===== config.mk =====
export PLATFORM = sky130hd
export DESIGN_NAME = execute_cc
export DESIGN_NICKNAME = d
export VERILOG_FILES = /design/src/rtl/y86_pkg.sv /design/src/rtl/execute_cc_cond_eval.sv /design/src/rtl/execute_cc.sv
export SDC_FILE = /design/constraint.sdc
export NUM_CORES = 1
export LEC_CHECK = 0
export CORE_MARGIN = 4
export CORE_UTILIZATION = 34
export CTS_CLUSTER_SIZE = 24
export DETAILED_ROUTE_END_ITERATION = 8
export GPL_TIMING_DRIVEN = 1
export PLACE_DENSITY = 0.87
export SYNTH_ARGS = -nofsm -noshare
export SYNTH_HDL_FRONTEND = slang
export SYNTH_SLANG_ARGS = --single-unit

===== constraint.sdc =====
create_clock -name clk -period 1.44 [get_ports clk]
set_input_delay 0.216 -clock clk [delete_from_list [all_inputs] [get_ports clk]]
set_output_delay 0.216 -clock clk [all_outputs]
set_load 0.01 [all_outputs]

===== src/rtl/y86_pkg.sv =====
// Shared Y86 definitions for the execute stage.
//   - icode constants (HALT..POPL) and the "no register" id RNONE
//   - condition ifun codes used by jXX and cmovXX
//   - ALU op codes (ifun of OPl)
//   - is_cond_icode(): true for the icodes whose behaviour depends on the CC
package y86_pkg;

  localparam logic [3:0] HALT   = 4'h0;
  localparam logic [3:0] NOP    = 4'h1;
  localparam logic [3:0] RRMOVL = 4'h2;  // also cmovXX
  localparam logic [3:0] IRMOVL = 4'h3;
  localparam logic [3:0] RMMOVL = 4'h4;
  localparam logic [3:0] MRMOVL = 4'h5;
  localparam logic [3:0] OPL    = 4'h6;
  localparam logic [3:0] JXX    = 4'h7;
  localparam logic [3:0] CALL   = 4'h8;
  localparam logic [3:0] RET    = 4'h9;
  localparam logic [3:0] PUSHL  = 4'hA;
  localparam logic [3:0] POPL   = 4'hB;

  localparam logic [3:0] RNONE  = 4'hF;

  localparam logic [3:0] C_ALWAYS = 4'h0;
  localparam logic [3:0] C_LE     = 4'h1;
  localparam logic [3:0] C_L      = 4'h2;
  localparam logic [3:0] C_E      = 4'h3;
  localparam logic [3:0] C_NE     = 4'h4;
  localparam logic [3:0] C_GE     = 4'h5;
  localparam logic [3:0] C_G      = 4'h6;

  localparam logic [3:0] ALU_ADD = 4'h0;
  localparam logic [3:0] ALU_SUB = 4'h1;
  localparam logic [3:0] ALU_AND = 4'h2;
  localparam logic [3:0] ALU_XOR = 4'h3;

  function automatic logic is_cond_icode(input logic [3:0] icode);
    return (icode == RRMOVL) || (icode == JXX);
  endfunction

endpackage


===== src/rtl/execute_cc_cond_eval.sv =====
// Combinational condition evaluator (module cond_eval).
// Ports:
//   ifun, icode   in  instruction fields of the execute-stage slot
//   sf, zf, of    in  registered condition codes
//   cnd           out condition result; 1 for icodes that are not cmov/jXX
module cond_eval
  import y86_pkg::*;
(
  input  logic [3:0] ifun,
  input  logic [3:0] icode,
  input  logic       sf,
  input  logic       zf,
  input  logic       of,
  output logic       cnd
);

  logic lt;
  logic raw;

  assign lt = sf ^ of;

  always_comb begin
    raw = 1'b0;
    case (ifun)
      C_ALWAYS: raw = 1'b1;
      C_LE:     raw = lt | zf;
      C_L:      raw = lt;
      C_E:      raw = zf;
      C_NE:     raw = ~zf;
      C_GE:     raw = ~lt;
      C_G:      raw = ~lt & ~zf;
      default:  raw = 1'b0;
    endcase
  end

  assign cnd = is_cond_icode(icode) ? raw : 1'b1;

endmodule


===== src/rtl/execute_cc.sv =====
// Y86 execute-stage condition-code register and E->M pipeline register.
// Ports:
//   clk, reset                       clock, synchronous active-high reset
//   e_valid, e_icode, e_ifun         execute-stage instruction
//   e_valA, e_dstE                   pass-through operand, destination reg
//   alu_out, alu_sf/zf/of            ALU result and its flags
//   m_exc, w_exc                     downstream exception pending
//   stall_m, bubble_m                M register control (stall wins)
//   e_cnd                            combinational condition from the CC
//   cc_sf, cc_zf, cc_of              architectural condition codes
//   M_valid..M_dstE                  registered E->M pipeline fields
module execute_cc
  import y86_pkg::*;
(
  input  logic        clk,
  input  logic        reset,
  input  logic        e_valid,
  input  logic [3:0]  e_icode,
  input  logic [3:0]  e_ifun,
  input  logic [31:0] e_valA,
  input  logic [3:0]  e_dstE,
  input  logic [31:0] alu_out,
  input  logic        alu_sf,
  input  logic        alu_zf,
  input  logic        alu_of,
  input  logic        m_exc,
  input  logic        w_exc,
  input  logic        stall_m,
  input  logic        bubble_m,
  output logic        e_cnd,
  output logic        cc_sf,
  output logic        cc_zf,
  output logic        cc_of,
  output logic        M_valid,
  output logic [3:0]  M_icode,
  output logic        M_cnd,
  output logic [31:0] M_valE,
  output logic [31:0] M_valA,
  output logic [3:0]  M_dstE
);

  logic set_cc;

  // Condition is taken from the registered CC, so an OPl's flags become
  // visible to the following instruction one cycle later.
  cond_eval u_cond (
    .ifun  (e_ifun),
    .icode (e_icode),
    .sf    (cc_sf),
    .zf    (cc_zf),
    .of    (cc_of),
    .cnd   (e_cnd)
  );

  // Flags are suppressed while an older instruction is excepting, and while
  // M is stalled (the OPl has not really left execute yet).
  assign set_cc = e_valid & (e_icode == OPL) & ~m_exc & ~w_exc & ~stall_m;

  always_ff @(posedge clk) begin
    if (reset) begin
      cc_sf <= 1'b0;
      cc_zf <= 1'b1;
      cc_of <= 1'b0;
    end else if (set_cc) begin
      cc_sf <= alu_sf;
      cc_zf <= alu_zf;
      cc_of <= alu_of;
    end
  end

  always_ff @(posedge clk) begin
    if (reset || (!stall_m && (bubble_m || !e_valid))) begin
      M_valid <= 1'b0;
      M_icode <= NOP;
      M_cnd   <= 1'b0;
      M_valE  <= 32'h0;
      M_valA  <= 32'h0;
      M_dstE  <= RNONE;
    end else if (!stall_m) begin
      M_valid <= 1'b1;
      M_icode <= e_icode;
      M_cnd   <= e_cnd;
      M_valE  <= alu_out;
      M_valA  <= e_valA;
      // An untaken cmov must not write its destination.
      M_dstE  <= ((e_icode == RRMOVL) && !e_cnd) ? RNONE : e_dstE;
    end
  end

endmodule


Word level (Yosys, flattened, before mapping)
Index checks and enable logic that the tools add are counted.
{"block": "word_totals", "ff_bits": 77, "elab_cells": 42, "in_bits": 86}
{"block": "op_classes", "eq_ne": 9, "n_reduce_logical": 9, "mux": 3, "n_bitwise": 12}
{"operator": "$eq 4x3->1 const B", "n": 5}
{"operator": "$eq 4x2->1 const B", "n": 3}
{"operator": "$pmux 1 s7", "n": 1}
{"operator": "$and 1x1->1", "n": 5}
{"operator": "$not 1->1", "n": 5}
{"operator": "$eq 4x1->1 const B", "n": 1}
{"operator": "$logic_not 4->1", "n": 1}
{"operator": "$mux 4", "n": 1}
{"operator": "$logic_not 1->1", "n": 3}
{"operator": "$logic_or 1x1->1", "n": 3}
{"operator": "$logic_and 1x1->1", "n": 2}
{"operator": "$mux 1", "n": 1}
{"operator": "$or 1x1->1", "n": 1}
{"operator": "$xor 1x1->1", "n": 1}

Depth between registers and ports, before layout
Gate-level depths: netlist (run 1).
{"block": "logic_depth", "ltp_word": 8, "ltp_mapped": 5, "ltp_nobuf": 4}

By module
Synthesis (run 1) repeated with hierarchy kept, for this count alone.
{"block": "unflattened", "cells_unflattened": 267, "hier_area_um2": 2829.0}
{"mod": "execute_cc", "area_each_um2": 2747.6, "seq_area_each_um2": 1541.5, "n_inst": 1, "cells_each": 254}
{"mod": "cond_eval", "area_each_um2": 81.3, "seq_area_each_um2": 0.0, "n_inst": 1, "cells_each": 13}

Worst setup path before layout (run 1)
No wires, ideal clock.
{"block": "synth_path", "path_type": "input -> register", "from": "input port e_icode[3]", "to": "register cc_zf", "setup_slack_ns": 0.047, "path_stages": 4, "setup_time_ns": 0.120, "t_required_ns": 1.320, "arrival_time_ns": 1.273, "path_cell_list": "or3b_4 > nor4_4 > nor2_1 > a211o_1"}
{"block": "synth_between", "elab_chain_cells": 5}
{"item": "start: declaration", "line_no": "execute_cc.sv:18", "text": "input logic [3:0] e_icode,"}
{"item": "$eq 4x3->1", "line_no": "execute_cc.sv:57", "text": "assign set_cc = e_valid & (e_icode == OPL) & ~m_exc & ~w_exc & ~stall_m;"}
{"item": "$and 1x1->1 (4 in series)", "line_no": "execute_cc.sv:57"}
{"item": "end signal: assignment", "line_no": "execute_cc.sv:66", "text": "cc_zf <= alu_zf;"}
{"item": "end: declaration", "line_no": "execute_cc.sv:32", "text": "output logic cc_zf,"}
No other way between the ends.
A chain may end at the register's enable or synchronous reset.

Worst setup path after layout (run 1)
{"block": "layout_path", "from": "register cc_of", "to": "output port e_cnd"}
{"block": "layout_between", "elab_chain_cells": 5, "elab_cells_between_ends": 6, "cone_classes": "mux: 2; bitwise: 4"}
{"item": "start: declaration", "line_no": "execute_cc.sv:33", "text": "output logic cc_of,"}
{"item": "start signal: assignment", "line_no": "execute_cc.sv:67", "text": "cc_of <= alu_of;"}
{"item": "$xor 1x1->1 *", "line_no": "execute_cc_cond_eval.sv:20", "text": "assign lt = sf ^ of;"}
{"item": "$not 1->1", "line_no": "execute_cc_cond_eval.sv:30, execute_cc_cond_eval.sv:31"}
{"item": "$and 1x1->1", "line_no": "execute_cc_cond_eval.sv:31", "text": "C_G: raw = ~lt & ~zf;"}
{"item": "$pmux 1 s7 *", "line_no": "execute_cc_cond_eval.sv:24", "text": "case (ifun)"}
{"item": "$mux 1 *", "line_no": "execute_cc_cond_eval.sv:36", "text": "assign cnd = is_cond_icode(icode) ? raw : 1'b1;"}
{"item": "end: declaration", "line_no": "execute_cc.sv:30", "text": "output logic e_cnd,"}
Mark *: on every way between the ends. The rest lies on a longest branch, timed or not.

==> metrics.txt, run 1 <==
status finished, violations left; failing checks negative setup slack; area grow syn2layout 75.5%; cell total after placement 547; Power Dens Cells 930 mW/mm^2; Period minus WS final 1.61 ns; Leakage 0.00245 uW; Worst Min Path Start e_icode[3]; clk_lat worst skew 0.33 ns; row cnt 33; global-route wire length before repair 12800 um; CP Class reg -> out; clock-pin slew on the worst setup and hold paths 0.07 ns; Post-Synth XOR/XNOR Area 0.610%; aggregate global-route resource usage 16.1%; initial antenna violation count 0; post-synthesis mux area share 24.4%; WL/cell 14.6 um; Slew headroom 73.2%; setup violators final 1; grt total ovfl 0; number of global-route vias before repair 2765; WP data arrival 1.40 ns; combinational family with the most area after synthesis multiplexers; # IOs 164; post-synth cell types 26; Slew @ Worst Pin 0.402 ns; Cell Area, Synth 0.00287 mm^2; Syn Inst Count 275; Hold Violations, Final 0; post-route ant nets 0; Setup crit end kind output port; Post-Synth Adder-Cell Area 0%; GP Congestion 0.738; Simple-Gate Fraction of Synth Area 12.5%; Max Clk Rate 620 MHz; # DRC 0; Final Util 61.3%; Compound-Gate Fraction of Synth Area 5.97%; worst-case clock skew 0.00272 ns; synthesized flop and latch total 77; Port Buffers 163; total of max-cap violations 0; register area share after synthesis 53.7%; cts bufs inserted 9; core area 0.00822 mm^2; clk root buf clkbuf_8; Worst Path Max Fanout 2; antenna fix cells 0; CTS tree yes; crit start category register; DPL Wire Length 6280 um; post-route setup slack -0.174 ns; H-tree lvl count 3; yosys warns 0; starting density of the core 34.9%; clock buffer depth 2; largest net degree at the start of global routing 39; initial drt markers 49; Vias per Instance 4.65; final cycle utilization of the critical path 112%; Fillers 690; drt pass-1 iters 4; worst vdd ir 0.000478 V; die area 0.00998 mm^2; Die Ht 99.9 um; Pins Over Slew Limit 0; # nets final 543; share of post-route cells with drive strength above 1 11.9%; Synth Net Count 361; Die X 99.9 um; FF-to-FF Start cc_zf; required time worst endpoint 1.22 ns; syn avg cell area 10.4 um^2; Clock Sinks 77; worst hold path class in -> reg; Critical Path Source cc_of; RSZ-0062 raised after global routing true; Layout Cells excl Fill 567; total number of vias 2636; final wirelength 8290 um
==> layer usage <==
layer | share of wire (%) | wire (um) | vias up | GRT usage [%]
li1 | - | - | 1305 | -
met3 | 9.1 | 751 | 20 | 5.91
met1 | 39 | 3270 | 1202 | 18.2
met5 | 0 | 0 | - | 0
met4 | 2.8 | 230 | 0 | 7.35
met2 | 49 | 4040 | 109 | 27.0
==> area by class of cell <==
class	instances	area (um^2)	share of cell area [%]
Timing Repair Buffer	188	1800	35.7
Sequential cell	77	1540	30.6
Multi-Input combinational cell	179	1360	26.9
Clock buffer	11	141	2.81
Tap cell	105	131	2.61
Clock inverter	5	58.8	1.17
Inverter	2	7.51	0.149
==> synthesized netlist by cell type <==
master     instances  share of area (%)
a2111oi_0          4                1.2
a211o_1            2               0.61
a21boi_0           1               0.26
a21o_1             1               0.26
a21oi_1            6                1.0
a31oi_1            1               0.22
buf_2              7                1.2
clkbuf_1          10                1.3
dfxtp_1           77                 54
inv_1              2               0.26
mux2i_1           70                 24
nand2_1            2               0.26
nand2b_1           4               0.87
nand3b_1           1               0.26
nor2_1            69                9.0
nor2b_1            3               0.65
nor4_4             1               0.74
nor4b_1            1               0.31
o21a_1             1               0.26
o21ai_0            2               0.35
o21bai_1           1               0.26
o22ai_1            4               0.87
o2bb2ai_1          1               0.31
o31a_1             1               0.31
or3b_4             1               0.39
xnor2_1            2               0.61
==> path summary, 6_finish.rpt <==
check | slack [ns] | cells past startpoint | endpoint
setup / recovery | -0.17 | 5 | e_cnd
hold / removal | 0.27 | 4 | M_icode[3]
setup reg to reg | 0.04 | 4 | M_dstE[3]
hold reg to reg | 0.45 | 2 | M_valid
==> per-stage QoR <==
stage                     hold slack [ns]  worst slack, ns  power [uW]  cell area [um^2]  TNS, ns
after floorplan                     0.288           0.0471        2620              2870        0
after global placement              0.436           -0.537        3120              4760   -10.25
after detailed placement            0.440           -0.555        3140              4760   -12.76
after CTS                           0.361           -0.200        4740              4940   -0.200
after global routing                0.314           -0.255        4930              5040   -0.321
final                               0.267           -0.174        4680              5040   -0.174
==> layout by cell type (no fill, tap or decap), types with 5 or more instances in the layout <==
cell / n
dfxtp_1: 75
mux2i_1: 70
clkdlybuf4s50_1: 79
buf_4: 19
dlygate4sd2_1: 73
dlymetal6s2s_1: 8
nor2_1: 69
clkbuf_8: 10
buf_6: 5
a21oi_1: 5
==> cell families after synthesis <==
| kind of cell | after synthesis |
|---|---|
| AND/OR/NAND/NOR | 82 |
| flip-flops | 77 |
| multiplexers | 70 |
| buffers and inverters | 19 |
| AO/OA/AOI/OAI | 25 |
| XOR/XNOR | 2 |
==> critical path, cell delays in order, from the launching register on <==
cell      delay, ns
dfxtp_2        0.34
xnor2_2        0.17
nand2b_1       0.08
o21a_1         0.19
a21o_1         0.17
buf_6          0.12
==> sequential cells by signal (all words and copies together) (netlist names) <==
signal	flops
M_cnd	1
M_dstE	4
M_icode	4
M_valA	32
M_valE	32
M_valid	1
cc_of	1
cc_sf	1
cc_zf	1
==> timing repair <==
item                       CTS  global route
hold buffers                 0             0
cloned                       0             0
setup buffers                1             3
setup endpoints to repair   81            14
gates resized for setup     94            18
pin swaps                    4             6
==> power breakdown <==
| part | total (uW) | switching, uW | internal, uW |
|---|---|---|---|
| sequential | 2260 | 41.4 | 2220 |
| clock | 1620 | 771 | 852 |
| combinational | 800 | 330 | 470 |
(Power assumes the default switching activity.)
==> run 2, diff against run 1 <==
- CORE_ASPECT_RATIO: unset -> 1.2
==> metrics.txt, run 2 (synthesized netlist as in run 1, its figures left out) <==
RSZ-0062 raised after global routing true; clock buffer depth 2 (unchanged); global-route wire length before repair 13200 um (+3.1%); Die X 91.9 um (-8.0%); die area 0.00998 mm^2 (about the same); Pins Over Slew Limit 0 (unchanged); # DRC 0 (unchanged); CTS tree yes; DPL Wire Length 6460 um (+2.8%); total number of vias 2621 (-0.57%); H-tree lvl count 3 (unchanged); status finished, violations left; clk root buf clkbuf_8; # IOs 164 (unchanged); # nets final 537 (-1.1%); commonest non-fill, non-tap cell in the layout clkdlybuf4s50_1; Hold Buf Count CTS 0 (unchanged); share of post-route cells with drive strength above 1 10.5% (-1.4 points); failing checks negative setup slack; area grow syn2layout 74.7%; WP data arrival 1.38 ns (-0.02 ns); Fin Hold WS 0.209 ns (-0.0575 ns); Die Ht 109 um (+8.8%); post-route ant nets 0 (unchanged); antenna fix cells 0 (unchanged); Post-Route Setup TNS -0.154 ns (+0.0194 ns); Power Dens Cells 968 mW/mm^2 (+4.1%); Port Buffers 163 (unchanged); P_int 3710 uW (+4.6%); Reg power frac 46.6% (-1.7 points); CP Class reg -> out; total of max-cap violations 0 (unchanged); core area 0.00820 mm^2 (-0.23%); post-route setup slack -0.154 ns (+0.0194 ns); Vias per Instance 4.60 (-1.1%); grt total ovfl 0 (unchanged); required time worst endpoint 1.22 ns (about the same); clk_lat worst skew 0.33 ns (about the same); GP Congestion 0.776 (+5.1%); cts bufs inserted 9 (unchanged); Worst Path Max Fanout 2 (unchanged); largest registers M_valA: 32 flops, M_valE: 32 flops; leading cell types in the layout, fill and taps excluded 80 x clkdlybuf4s50_1, 74 x dfxtp_1, 70 x mux2i_1; final cycle utilization of the critical path 111% (-1.3 points); Period minus WS final 1.59 ns (-0.0194 ns); switching power share of the total 23.6% (-0.77 points); Comb pwr share 16.1% (-1.0 points); Leakage 0.00249 uW (+1.7%); r2r worst-path depth 4 (unchanged); number of global-route vias before repair 2759 (-0.22%); Clock Sinks 77 (unchanged); WL/cell 14.9 um (+2.2%); clock-pin slew on the worst setup and hold paths 0.08 ns (about the same); worst vdd ir 0.000522 V (+9.2%); Setup crit end kind output port; worst hold path class in -> reg; row cnt 36 (+9.1%); starting density of the core 35.0% (+0.080 points); aggregate global-route resource usage 16.6% (+0.51 points); Clock Power Share 37.2% (+2.5 points); drt pass-1 iters 4 (unchanged); r2r setup slk 0.04 ns (about the same); Slew @ Worst Pin 0.370 ns (-0.0310 ns); initial antenna violation count 0 (unchanged); crit start category register; setup violators final 1 (unchanged); largest net degree at the start of global routing 55 (+41%); hold path cells 3 (-1); Slew headroom 75.0% (+1.8 points); worst-case clock skew 0.0107 ns (+0.00800 ns); initial drt markers 77 (+57%); Sw Pwr 1150 uW (+0.33%); Max Clk Rate 627 MHz (+1.2%); final wirelength 8520 um (+2.7%); Hold Violations, Final 0 (unchanged)
run 2: worst paths after layout:
path,start,to
worst max-delay path,cc_of,e_cnd
worst min-delay path,e_icode[3],M_icode[3]
worst max register to register,cc_zf,M_dstE[2]
worst min register to register,M_valid,M_valid
run 2: per-layer routing:
layer / up-vias / share of wire (%) / global-route usage (%)
li1: 1288 / - / -
met1: 1217 / 38 / 17.4
met2: 101 / 53 / 30.5
met3: 15 / 7.6 / 5.87
met4: 0 / 1.8 / 5.94
met5: - / 0 / 0
run 2: critical path: stages, from the launching register on:
cell,delay (ns)
dfxtp_2,0.35
xnor2_2,0.16
nand2b_1,0.07
o21a_1,0.18
a21o_1,0.16
buf_2,0.13
run 2: power groups by stage:
stage	Combinational, uW	Sequential, uW	Clock [uW]
3_5_place_dp	822	2320	0
2_1_floorplan	262	2360	0
5_1_grt	846	2280	1980
6_report	782	2260	1810
3_3_place_gp	806	2310	0
4_1_cts	776	2260	1880
run 2: timing repair:
action / in CTS / in global routing
gates resized for setup: 81 / 23
pin swaps: 4 / 4
hold endpoints to repair: 0 / 0
buffers inserted: 0 / 1
setup endpoints to repair: 76 / 16
run 2: metrics by stage:
stage          setup WS, ns  utilization, %  instances  total power [uW]  cell area, um^2
2_1_floorplan        0.0471               -        275              2620             2870
3_3_place_gp         -0.512            58.0        553              3120             4750
3_5_place_dp         -0.552            58.0        553              3140             4750
4_1_cts              -0.191            59.9        569              4920             4910
5_1_grt              -0.240            61.2        570              5100             5010
6_report             -0.154            61.2        570              4850             5010
run 2: final cells by class:
type	count	area, um^2
clock inverter	5	83.8
inverter	2	7.51
tap	114	143
sequential	77	1550
clock buffer	11	141
timing repair buffer	182	1760
multi-input combinational	179	1340
fill	721	3180
